<file path="src/rtl/vc_pop_arbiter_if.sv">
// vc_pop_arbiter_if
// Bundles the arbiter's FIFO-side and downstream-side signals.
//   master : arbiter view (consumes FIFO status/data and pause, drives pops and output word)
//   slave  : environment view (FIFOs + downstream stage)
// Signals:
//   empty_fifo_VC0/1  FIFO empty flags (registered by the FIFO)
//   data_out_VC0/1    FIFO read data, valid the cycle after a pop
//   pause_in          downstream almost-full
//   pop_VC0/1_fifo    pop requests, combinational
//   data_out          registered arbitrated word
//   valid_out         data_out valid
//   vc_id_out         source VC of data_out
//   state_out         00 IDLE, 01 RUN, 10 HOLD
interface vc_pop_arbiter_if #(
    parameter int data_width = 6
);
    logic                  empty_fifo_VC0;
    logic                  empty_fifo_VC1;
    logic [data_width-1:0] data_out_VC0;
    logic [data_width-1:0] data_out_VC1;
    logic                  pause_in;
    logic                  pop_VC0_fifo;
    logic                  pop_VC1_fifo;
    logic [data_width-1:0] data_out;
    logic                  valid_out;
    logic                  vc_id_out;
    logic [1:0]            state_out;

    modport master (
        input  empty_fifo_VC0, empty_fifo_VC1, data_out_VC0, data_out_VC1, pause_in,
        output pop_VC0_fifo, pop_VC1_fifo, data_out, valid_out, vc_id_out, state_out
    );

    modport slave (
        output empty_fifo_VC0, empty_fifo_VC1, data_out_VC0, data_out_VC1, pause_in,
        input  pop_VC0_fifo, pop_VC1_fifo, data_out, valid_out, vc_id_out, state_out
    );
endinterface

</file>
<file path="src/rtl/vc_pop_arbiter.sv">
// vc_pop_arbiter
// Weighted two-VC pop arbiter. VC0 gets up to WEIGHT_VC0 consecutive grants
// while VC1 waits, then VC1 is served, so VC1 can never be starved.
// Pops are combinational; the popped word is registered two cycles later
// together with a valid flag and its VC tag.
// Ports:
//   clk    rising-edge clock
//   reset  synchronous active-low reset
//   bus    vc_pop_arbiter_if.master (FIFO status/data, pause, pops, output word, state)
module vc_pop_arbiter #(
    parameter int data_width = 6,
    parameter int WEIGHT_VC0 = 4
) (
    input  logic               clk,
    input  logic               reset,
    vc_pop_arbiter_if.master   bus
);
    localparam logic [2:0] WEIGHT = 3'(WEIGHT_VC0);

    typedef enum logic [1:0] {
        IDLE = 2'b00,
        RUN  = 2'b01,
        HOLD = 2'b10
    } state_t;

    state_t                state;
    logic [2:0]            credit;
    logic                  sel_v;
    logic                  sel_id;
    logic [data_width-1:0] data_q;
    logic                  valid_q;
    logic                  vc_id_q;

    logic elig0, elig1, go, pop0, pop1;

    // Credit counts VC0 grants since VC1 was last served; once it reaches
    // WEIGHT a waiting VC1 wins. Reset gates pops in the same cycle.
    always_comb begin
        elig0 = !bus.empty_fifo_VC0;
        elig1 = !bus.empty_fifo_VC1;
        go    = reset && !bus.pause_in;
        pop0  = go && elig0 && (!elig1 || (credit < WEIGHT));
        pop1  = go && elig1 && (!elig0 || (credit >= WEIGHT));
    end

    always_ff @(posedge clk) begin
        if (!reset) begin
            credit  <= '0;
            sel_v   <= 1'b0;
            sel_id  <= 1'b0;
            data_q  <= '0;
            valid_q <= 1'b0;
            vc_id_q <= 1'b0;
            state   <= IDLE;
        end else begin
            // Saturate rather than wrap when VC0 streams alone.
            if (pop1)
                credit <= '0;
            else if (pop0 && (credit < WEIGHT))
                credit <= credit + 3'd1;

            // Stage 1: remember which FIFO will present data next cycle.
            sel_v <= pop0 || pop1;
            if (pop0 || pop1)
                sel_id <= pop1;

            // Stage 2: capture the FIFO read data; hold the word when idle.
            valid_q <= sel_v;
            if (sel_v) begin
                data_q  <= sel_id ? bus.data_out_VC1 : bus.data_out_VC0;
                vc_id_q <= sel_id;
            end

            if (bus.pause_in)
                state <= HOLD;
            else if (elig0 || elig1)
                state <= RUN;
            else
                state <= IDLE;
        end
    end

    assign bus.pop_VC0_fifo = pop0;
    assign bus.pop_VC1_fifo = pop1;
    assign bus.data_out     = data_q;
    assign bus.valid_out    = valid_q;
    assign bus.vc_id_out    = vc_id_q;
    assign bus.state_out    = state;
endmodule
</file>
<file path="src/flat_wrapper.sv">
// flat-port wrapper written by rule: the top's interface ports become plain ports
module vc_pop_arbiter_flat 
#(
    parameter int data_width = 6,
    parameter int WEIGHT_VC0 = 4
)
  (clk, reset, bus_empty_fifo_VC0, bus_empty_fifo_VC1, bus_data_out_VC0, bus_data_out_VC1, bus_pause_in, bus_pop_VC0_fifo, bus_pop_VC1_fifo, bus_data_out, bus_valid_out, bus_vc_id_out, bus_state_out);
  vc_pop_arbiter_if #(.data_width(data_width)) bus_i ();
  input  logic clk;
  input  logic reset;
  input wire logic [$bits(bus_i.empty_fifo_VC0)-1:0] bus_empty_fifo_VC0;
  input wire logic [$bits(bus_i.empty_fifo_VC1)-1:0] bus_empty_fifo_VC1;
  input wire logic [$bits(bus_i.data_out_VC0)-1:0] bus_data_out_VC0;
  input wire logic [$bits(bus_i.data_out_VC1)-1:0] bus_data_out_VC1;
  input wire logic [$bits(bus_i.pause_in)-1:0] bus_pause_in;
  output wire logic [$bits(bus_i.pop_VC0_fifo)-1:0] bus_pop_VC0_fifo;
  output wire logic [$bits(bus_i.pop_VC1_fifo)-1:0] bus_pop_VC1_fifo;
  output wire logic [$bits(bus_i.data_out)-1:0] bus_data_out;
  output wire logic [$bits(bus_i.valid_out)-1:0] bus_valid_out;
  output wire logic [$bits(bus_i.vc_id_out)-1:0] bus_vc_id_out;
  output wire logic [$bits(bus_i.state_out)-1:0] bus_state_out;
  assign bus_i.empty_fifo_VC0 = bus_empty_fifo_VC0;
  assign bus_i.empty_fifo_VC1 = bus_empty_fifo_VC1;
  assign bus_i.data_out_VC0 = bus_data_out_VC0;
  assign bus_i.data_out_VC1 = bus_data_out_VC1;
  assign bus_i.pause_in = bus_pause_in;
  assign bus_pop_VC0_fifo = bus_i.pop_VC0_fifo;
  assign bus_pop_VC1_fifo = bus_i.pop_VC1_fifo;
  assign bus_data_out = bus_i.data_out;
  assign bus_valid_out = bus_i.valid_out;
  assign bus_vc_id_out = bus_i.vc_id_out;
  assign bus_state_out = bus_i.state_out;
  vc_pop_arbiter #(.data_width(data_width), .WEIGHT_VC0(WEIGHT_VC0)) u_core (.clk(clk), .reset(reset), .bus(bus_i));
endmodule
</file>
<file path="config.mk">
export PLATFORM = sky130hd
export DESIGN_NAME = vc_pop_arbiter_flat
export DESIGN_NICKNAME = d
export VERILOG_FILES = /design/src/rtl/vc_pop_arbiter_if.sv /design/src/rtl/vc_pop_arbiter.sv /design/src/flat_wrapper.sv
export SDC_FILE = /design/constraint.sdc
export NUM_CORES = 1
export LEC_CHECK = 0
export ABC_AREA = 1
export BUFFER_PORTS_ARGS = -buffer_cell sky130_fd_sc_hd__buf_2
export CAP_MARGIN = 20
export CORE_UTILIZATION = 30
export CTS_CLUSTER_DIAMETER = 60
export DETAILED_ROUTE_END_ITERATION = 7
export GPL_TIMING_DRIVEN = 0
export PLACE_DENSITY = 0.56
export SLEW_MARGIN = 15
export SYNTH_ARGS = -nofsm -noshare
export SYNTH_HDL_FRONTEND = slang
export SYNTH_SLANG_ARGS = --single-unit
</file>
<file path="constraint.sdc">
create_clock -name clk -period 0.9 [get_ports clk]
set_input_delay 0.045 -clock clk [delete_from_list [all_inputs] [get_ports clk]]
set_output_delay 0.045 -clock clk [all_outputs]
set_load 0.05 [all_outputs]
</file>
==> Word level (Yosys, flattened, before mapping) <==
Index checks and enable logic that the tools add are counted.
{ "totals": {"output_inout_bits": 12, "register_bits": 15} }
{ "classes": {"muxes": 3, "n_lt_le_gt_ge": 2, "n_bitwise": 1, "addsub": 1, "n_reduce_logical": 15} }
{ "op_table": {"columns": ["operator", "n"], "rows": [
  ["$logic_and A1 B1 Y1", 6],
  ["$mux W6", 1],
  ["$logic_or A1 B1 Y1", 4],
  ["$reduce_or A2 Y1", 2],
  ["$add A3 B1 Y3 const B", 1],
  ["$ge A3 B3 Y1 const B", 1],
  ["$logic_not A1 Y1", 3],
  ["$lt A3 B3 Y1 const B", 1],
  ["$mux W2", 1],
  ["$mux W1", 1],
  ["$not A1 Y1", 1]
]} }

==> Depth between registers and ports, before layout <==
Gate-level depths: netlist (run 1).
{ "logic_depth": {"depth_word": 5, "mapped_depth": 5} }

==> Worst setup path before layout (run 1) <==
No wires, ideal clock.
{ "synth_path": {"kind": "flip-flop to output port", "start": "reg u_core.credit[2]", "end": "out bus_pop_VC0_fifo", "arrival_ns": 0.901, "path_stages_with_launch": 4, "path_slack_ns": -0.046, "path_cell_list": "dfxtp_1 nor2_1 nand2_1 nand2_1"} }
{ "synth_via": {"elab_chain_cells": 3} }
{ "synth_lines": {"columns": ["element", "line_no", "text"], "rows": [
  ["start, declared", "vc_pop_arbiter.sv:27", "logic [2:0] credit;"],
  ["start signal, assigned", "vc_pop_arbiter.sv:60", "credit <= credit + 3'd1;"],
  ["$lt A3 B3 Y1", "vc_pop_arbiter.sv:42", "pop0 = go && elig0 && (!elig1 || (credit < WEIGHT));"],
  ["$logic_or A1 B1 Y1", "vc_pop_arbiter.sv:42", null],
  ["$logic_and A1 B1 Y1", "vc_pop_arbiter.sv:42", null],
  ["end, declared", "flat_wrapper.sv:16", "output wire logic [$bits(bus_i.pop_VC0_fifo)-1:0] bus_pop_VC0_fifo;"]
]} }
Every way passes these cells.

==> Final worst setup path (run 1) <==
Same ends and word-level chain as after synthesis.

==> results of run 1 <==
## synthesized netlist by cell type
cell type  number  area (sq um)
nand2_1        19          71.3
a21oi_1        17          85.1
dfxtp_1        15           300
inv_1          12          45.0
o21ai_0         7          35.0
buf_2           3          15.0
nor2_1          3          11.3
ha_1            1          12.5
nand3_1         1          5.00
nand3_2         1          10.0
nand3b_1        1          7.51
nor2_4          1          11.3
## routing by layer
layer | up-vias | GRT usage | wire, um
met2 | 11 | 0.206 | 784
li1 | 339 | - | -
met4 | 0 | 0.0514 | 12
met1 | 309 | 0.176 | 582
met3 | 2 | 0.0577 | 60
met5 | - | 0 | 0
## area by class of cell
type | count | area (sq um) | area share
inverter | 12 | 47.5 | 0.0479
clock buffer | 3 | 22.5 | 0.0227
buffer | 2 | 16.3 | 0.0164
sequential | 15 | 314 | 0.316
tap | 25 | 31.3 | 0.0315
multi-input combinational | 51 | 285 | 0.287
clock inverter | 1 | 5.00 | 0.00504
timing repair buffer | 37 | 272 | 0.273
## repair_timing
action	CTS	global route
pin swaps	2	5
resized for setup	25	12
hold buffers	5	1
setup endpoints to repair	18	12
buffers inserted	1	3
hold endpoints to repair	5	1
## sequential cells by signal (all words and copies together) (netlist names)
name and count:
u_core.bus.vc_id_out 1, u_core.sel_id 1, u_core.sel_v 1, u_core.credit 3
u_core.bus.valid_out 1, u_core.bus.data_out 6, u_core.bus.state_out 2
## per-stage QoR
step	utilization	hold WS (ns)	setup TNS, ns
global placement	0.435	0.292	-0.246
finish	0.546	0.0110	-0.481
CTS	0.514	0.000708	-0.630
global route	0.546	0.0120	-0.792
floorplan	-	0.138	0
detailed placement	0.435	0.295	-0.228
## path summary, 6_finish.rpt
kind                                           from                     end
worst max register to register     u_core.credit[2]        u_core.credit[1]
worst max-delay path               u_core.credit[2]        bus_pop_VC0_fifo
worst min register to register     u_core.credit[1]        u_core.credit[1]
worst min-delay path            bus_data_out_VC0[0]  u_core.bus.data_out[0]
## power breakdown
part | switching, uW | internal (uW) | leakage (uW) | total [uW]
Clock | 214 | 165 | 0.0000177 | 379
Sequential | 17.5 | 697 | 0.000127 | 715
Combinational | 206 | 134 | 0.000363 | 340
## critical path, stage by stage, from the launching register on
cell	delay, ns
dfxtp_4	0.37
nor2_4	0.13
nand2_2	0.07
nand2_2	0.07
buf_8	0.14
## cells by family after synthesis
kind of cell,after synthesis,share of synthesized area
flip-flops,15,0.493
buffers and inverters,15,0.0986
adder cells (fa/ha/maj),1,0.0205
AO/OA/AOI/OAI,24,0.197
AND/OR/NAND/NOR,26,0.191
==> flow_summary_export.csv, run 1 <==
group,metric,value,unit
status,outcome,"complete, but fails checks",
status,violations,"setup timing",
timing,period_share,1.24,
setup_path,cp-end-kind,"primary output",
setup_path,cp_max_fo,3,
grt,grtUsageTotal,0.137,
final_layout,fillerInstances,189,
placement,hpwlAfterDp,990,um
clocking,cts_made_buffers,3,
clocking,clock_latency,0.28,ns
setup_path,worst_r2r_path_depth,5,
final_layout,fin_nets,140,
routing,vias,661,
logic_synthesis,syn_area,609,sq um
placement,gp_congestion,0.766,
final_layout,n_antenna_cell,0,
routing,drt_iter0_markers,4,
routing,ant_nets,0,
final_layout,fin_area,993,sq um
grt,grt_max_degree,11,
final_layout,instances_no_fill,146,
final_layout,area_growth_syn_to_layout,63.0,%
timing,fin_ws,-0.214,ns
timing,worst_pin_slew,0.204,ns
grt,grt_pass1_wl,2.07,mm
timing,rsz0062_at_grt,"true",
logic_synthesis,yosys_warnings,0,
timing,max_freq,0.898,GHz
power,power,1430,uW
routing,drc,0,
final_layout,layout_commonest_cell,"buf_2",
floorplan,die_w,47.1,um
clocking,htreeDepth,1,
logic_synthesis,syn_inst,81,
power,vdd_ir_drop_max,1.18,mV
timing,slew_headroom,0.864,
setup_path,rrSetupSlack,-0.04,ns
setup_path,cp.arrival,1.07,ns
logic_synthesis,syn_avg_cell_area,7.52,sq um
setup_path,cp-start-kind,"register",
floorplan,initial_core_util,0.335,
floorplan,fp.dieH,47.1,um
timing,setup_violations,4,
hold_path,hp-class,"input pin to register",
routing,wl,1.44,mm
logic_synthesis,ys_ff_latch,15,
run,drv_cap,0,
power,powerDensity,1440,mW/mm^2
clocking,cts_tree,"yes",
logic_synthesis,ys_seq_area_frac,0.493,
setup_path,critical_path_class,"register to primary output",
placement,placed_cell_area,792,sq um
setup_path,cp.required,0.85,ns
timing,drv_slew,0,
final_layout,mostFrequentLayoutCells,"buf_2, nand2_1, a21oi_1, buf_4",
floorplan,die_area,0.00222,sq mm
placement,port_buffers,28,
routing,post_drt_wl_per_cell,9.86,um
clocking,clock_sinks,15,
routing,firstDrtPassIters,3,
logic_synthesis,synth_nets,99,
final_layout,layout-drive-gt1-share,0.504,
grt,grt_overflow,0,
clocking,clk_pin_slew,0.09,ns
routing,via_per_inst,4.53,
grt,antenna_found_initial,0,
power,leakagePower,0.000508,uW
floorplan,io_pins,29,
timing,hold_viol,0,
clocking,clock-root-buffer,"clkbuf_4",
logic_synthesis,yosys.cell_types.count,12,
hold_path,whs_path_depth,3,
floorplan,row_count,15,
placement,pre_cts_ws,-0.0737,ns
grt,grt_pass1_vias,493,
timing,worst_clock_skew,0.00996,ns
timing,period_needed,1.11,ns
placement,dp.cells,134,
floorplan,coreArea,0.00182,sq mm
clocking,clock_path_buffers,2,
Note: power is estimated with default switching activity, not from simulation.
==> run 2: changes to the inputs <==
--- a/config.mk
+++ b/config.mk
@@ -8,11 +8,12 @@
 export ABC_AREA = 1
 export BUFFER_PORTS_ARGS = -buffer_cell sky130_fd_sc_hd__buf_2
 export CAP_MARGIN = 20
-export CORE_UTILIZATION = 30
+export CORE_MARGIN = 2
+export CORE_UTILIZATION = 43
 export CTS_CLUSTER_DIAMETER = 60
 export DETAILED_ROUTE_END_ITERATION = 7
 export GPL_TIMING_DRIVEN = 0
-export PLACE_DENSITY = 0.56
+export PLACE_DENSITY = 0.75
 export SLEW_MARGIN = 15
 export SYNTH_ARGS = -nofsm -noshare
 export SYNTH_HDL_FRONTEND = slang
==> flow_summary_export.csv, run 2 (same netlist as run 1, synthesis figures left out) <==
group,metric,value,unit
status,outcome,"complete, but fails checks",
status,violations,"setup timing",
grt,antenna_found_initial,0,
routing,drt_iter0_markers,8,
clocking,clock_latency,0.28,ns
timing,fin_ws,-0.196,ns
grt,grt_pass1_wl,2.13,mm
grt,grt_max_degree,11,
power,p_switching,428,uW
routing,via_per_inst,4.85,
grt,grtUsageTotal,0.160,
run,drv_cap,0,
timing,rsz0062_at_grt,"true",
clocking,cts_tree,"yes",
timing,worst_clock_skew,0.00528,ns
timing,drv_slew,0,
timing,hold_viol,0,
setup_path,cp_max_fo,3,
power,p_int,996,uW
final_layout,n_antenna_cell,0,
final_layout,layout-drive-gt1-share,0.467,
placement,gp_congestion,0.820,
setup_path,cp.required,0.85,ns
power,power_frac_clock,0.266,
setup_path,cp.arrival,1.05,ns
final_layout,area_growth_syn_to_layout,56.3,%
final_layout,largest_register_ffs,6,
power,power_switching_share,0.301,
timing,setup_violations,5,
timing,max_freq,0.912,GHz
grt,grt_pass1_vias,576,
final_layout,mostFrequentLayoutCells,"buf_2, a21oi_1, nand2_1, buf_4, inv_1",
routing,ant_nets,0,
power,combPwrFrac,0.235,
routing,post_drt_wl_per_cell,10.6,um
routing,firstDrtPassIters,4,
clocking,cts_made_buffers,3,
timing,worst_pin_slew,0.180,ns
hold_path,hp-class,"input pin to register",
routing,wl,1.43,mm
setup_path,cp-start-kind,"register",
clocking,clock_path_buffers,2,
timing,fin_setup_tns,-0.430,ns
placement,port_buffers,28,
setup_path,critical_path_class,"register to primary output",
routing,vias,655,
grt,grt_overflow,0,
final_layout,fin_nets,139,
floorplan,io_pins,29,
clocking,htreeDepth,1,
power,powerDensity,1500,mW/mm^2
timing,period_needed,1.10,ns
clocking,clk_pin_slew,0.08,ns
clocking,clock-root-buffer,"clkbuf_4",
final_layout,layout_commonest_cell,"buf_2",
floorplan,initial_core_util,0.462,
clocking,clock_sinks,15,
setup_path,cp-end-kind,"primary output",
placement,placed_cell_area,779,sq um
floorplan,die_w,41.6,um
power,sequentialPowerShare,0.499,
timing,fin_worst_hold_slack,0.00489,ns
floorplan,fp.dieH,41.6,um
floorplan,row_count,13,
timing,period_share,1.22,
placement,pre_cts_ws,-0.0859,ns
floorplan,coreArea,0.00132,sq mm
power,leakagePower,0.000499,uW
final_layout,fin_area,952,sq um
timing,slew_headroom,0.879,
floorplan,die_area,0.00173,sq mm
routing,drc,0,
power,vdd_ir_drop_max,1.39,mV
run 2: layout make-up:
class / count / area (sq um)
plain buffers: 3 / 21.3
clock buffers: 4 / 26.3
fillers: 103 / 365
inverters: 12 / 47.5
multi-input cells: 51 / 275
flip-flops and latches: 15 / 313
well taps: 15 / 18.8
repair buffers: 35 / 250
run 2: repair_timing:
action,4_1_cts,5_1_grt
pin swaps,3,3
endpoints found under the setup margin,15,15
buffers inserted,1,1
endpoints found under the hold margin,4,1
hold buffers,4,1
resized for setup,21,11
run 2: routing by layer:
metal	wire (um)	share of wire	vias to the layer above	global-route usage
li1	-	-	335	-
met2	776	0.54	12	0.278
met3	64	0.045	2	0.0783
met5	0	0	-	0
met1	578	0.40	306	0.173
met4	15	0.010	0	0.0387
run 2: through the flow:
| stage | instances | utilization | total power, uW |
|---|---|---|---|
| global route | 135 | 0.723 | 1490 |
| global placement | 124 | 0.592 | 996 |
| floorplan | 81 | - | 917 |
| detailed placement | 124 | 0.592 | 1000 |
| CTS | 133 | 0.689 | 1410 |
| finish | 135 | 0.723 | 1420 |
run 2: power by group through the flow:
stage               Combinational (uW)  Sequential [uW]  Clock, uW
global route                       354              714        423
CTS                                317              713        385
finish                             334              711        379
floorplan                         96.0              821          0
global placement                   270              726          0
detailed placement                 273              728          0
run 2: worst max-delay path, stage by stage (launching register included):
cell	delay [ns]
dfxtp_4	0.37
nor2_4	0.11
nand2_2	0.08
nand2_2	0.07
buf_8	0.14
run 2: final timing paths:
check,start,end,slack (ns),cells past startpoint
worst min register to register,u_core.credit[1],u_core.credit[1],0.46,2
worst max-delay path,u_core.credit[2],bus_pop_VC0_fifo,-0.20,4
worst min-delay path,bus_data_out_VC0[3],u_core.bus.data_out[3],0.005,3
worst max register to register,u_core.credit[2],u_core.credit[2],-0.02,6
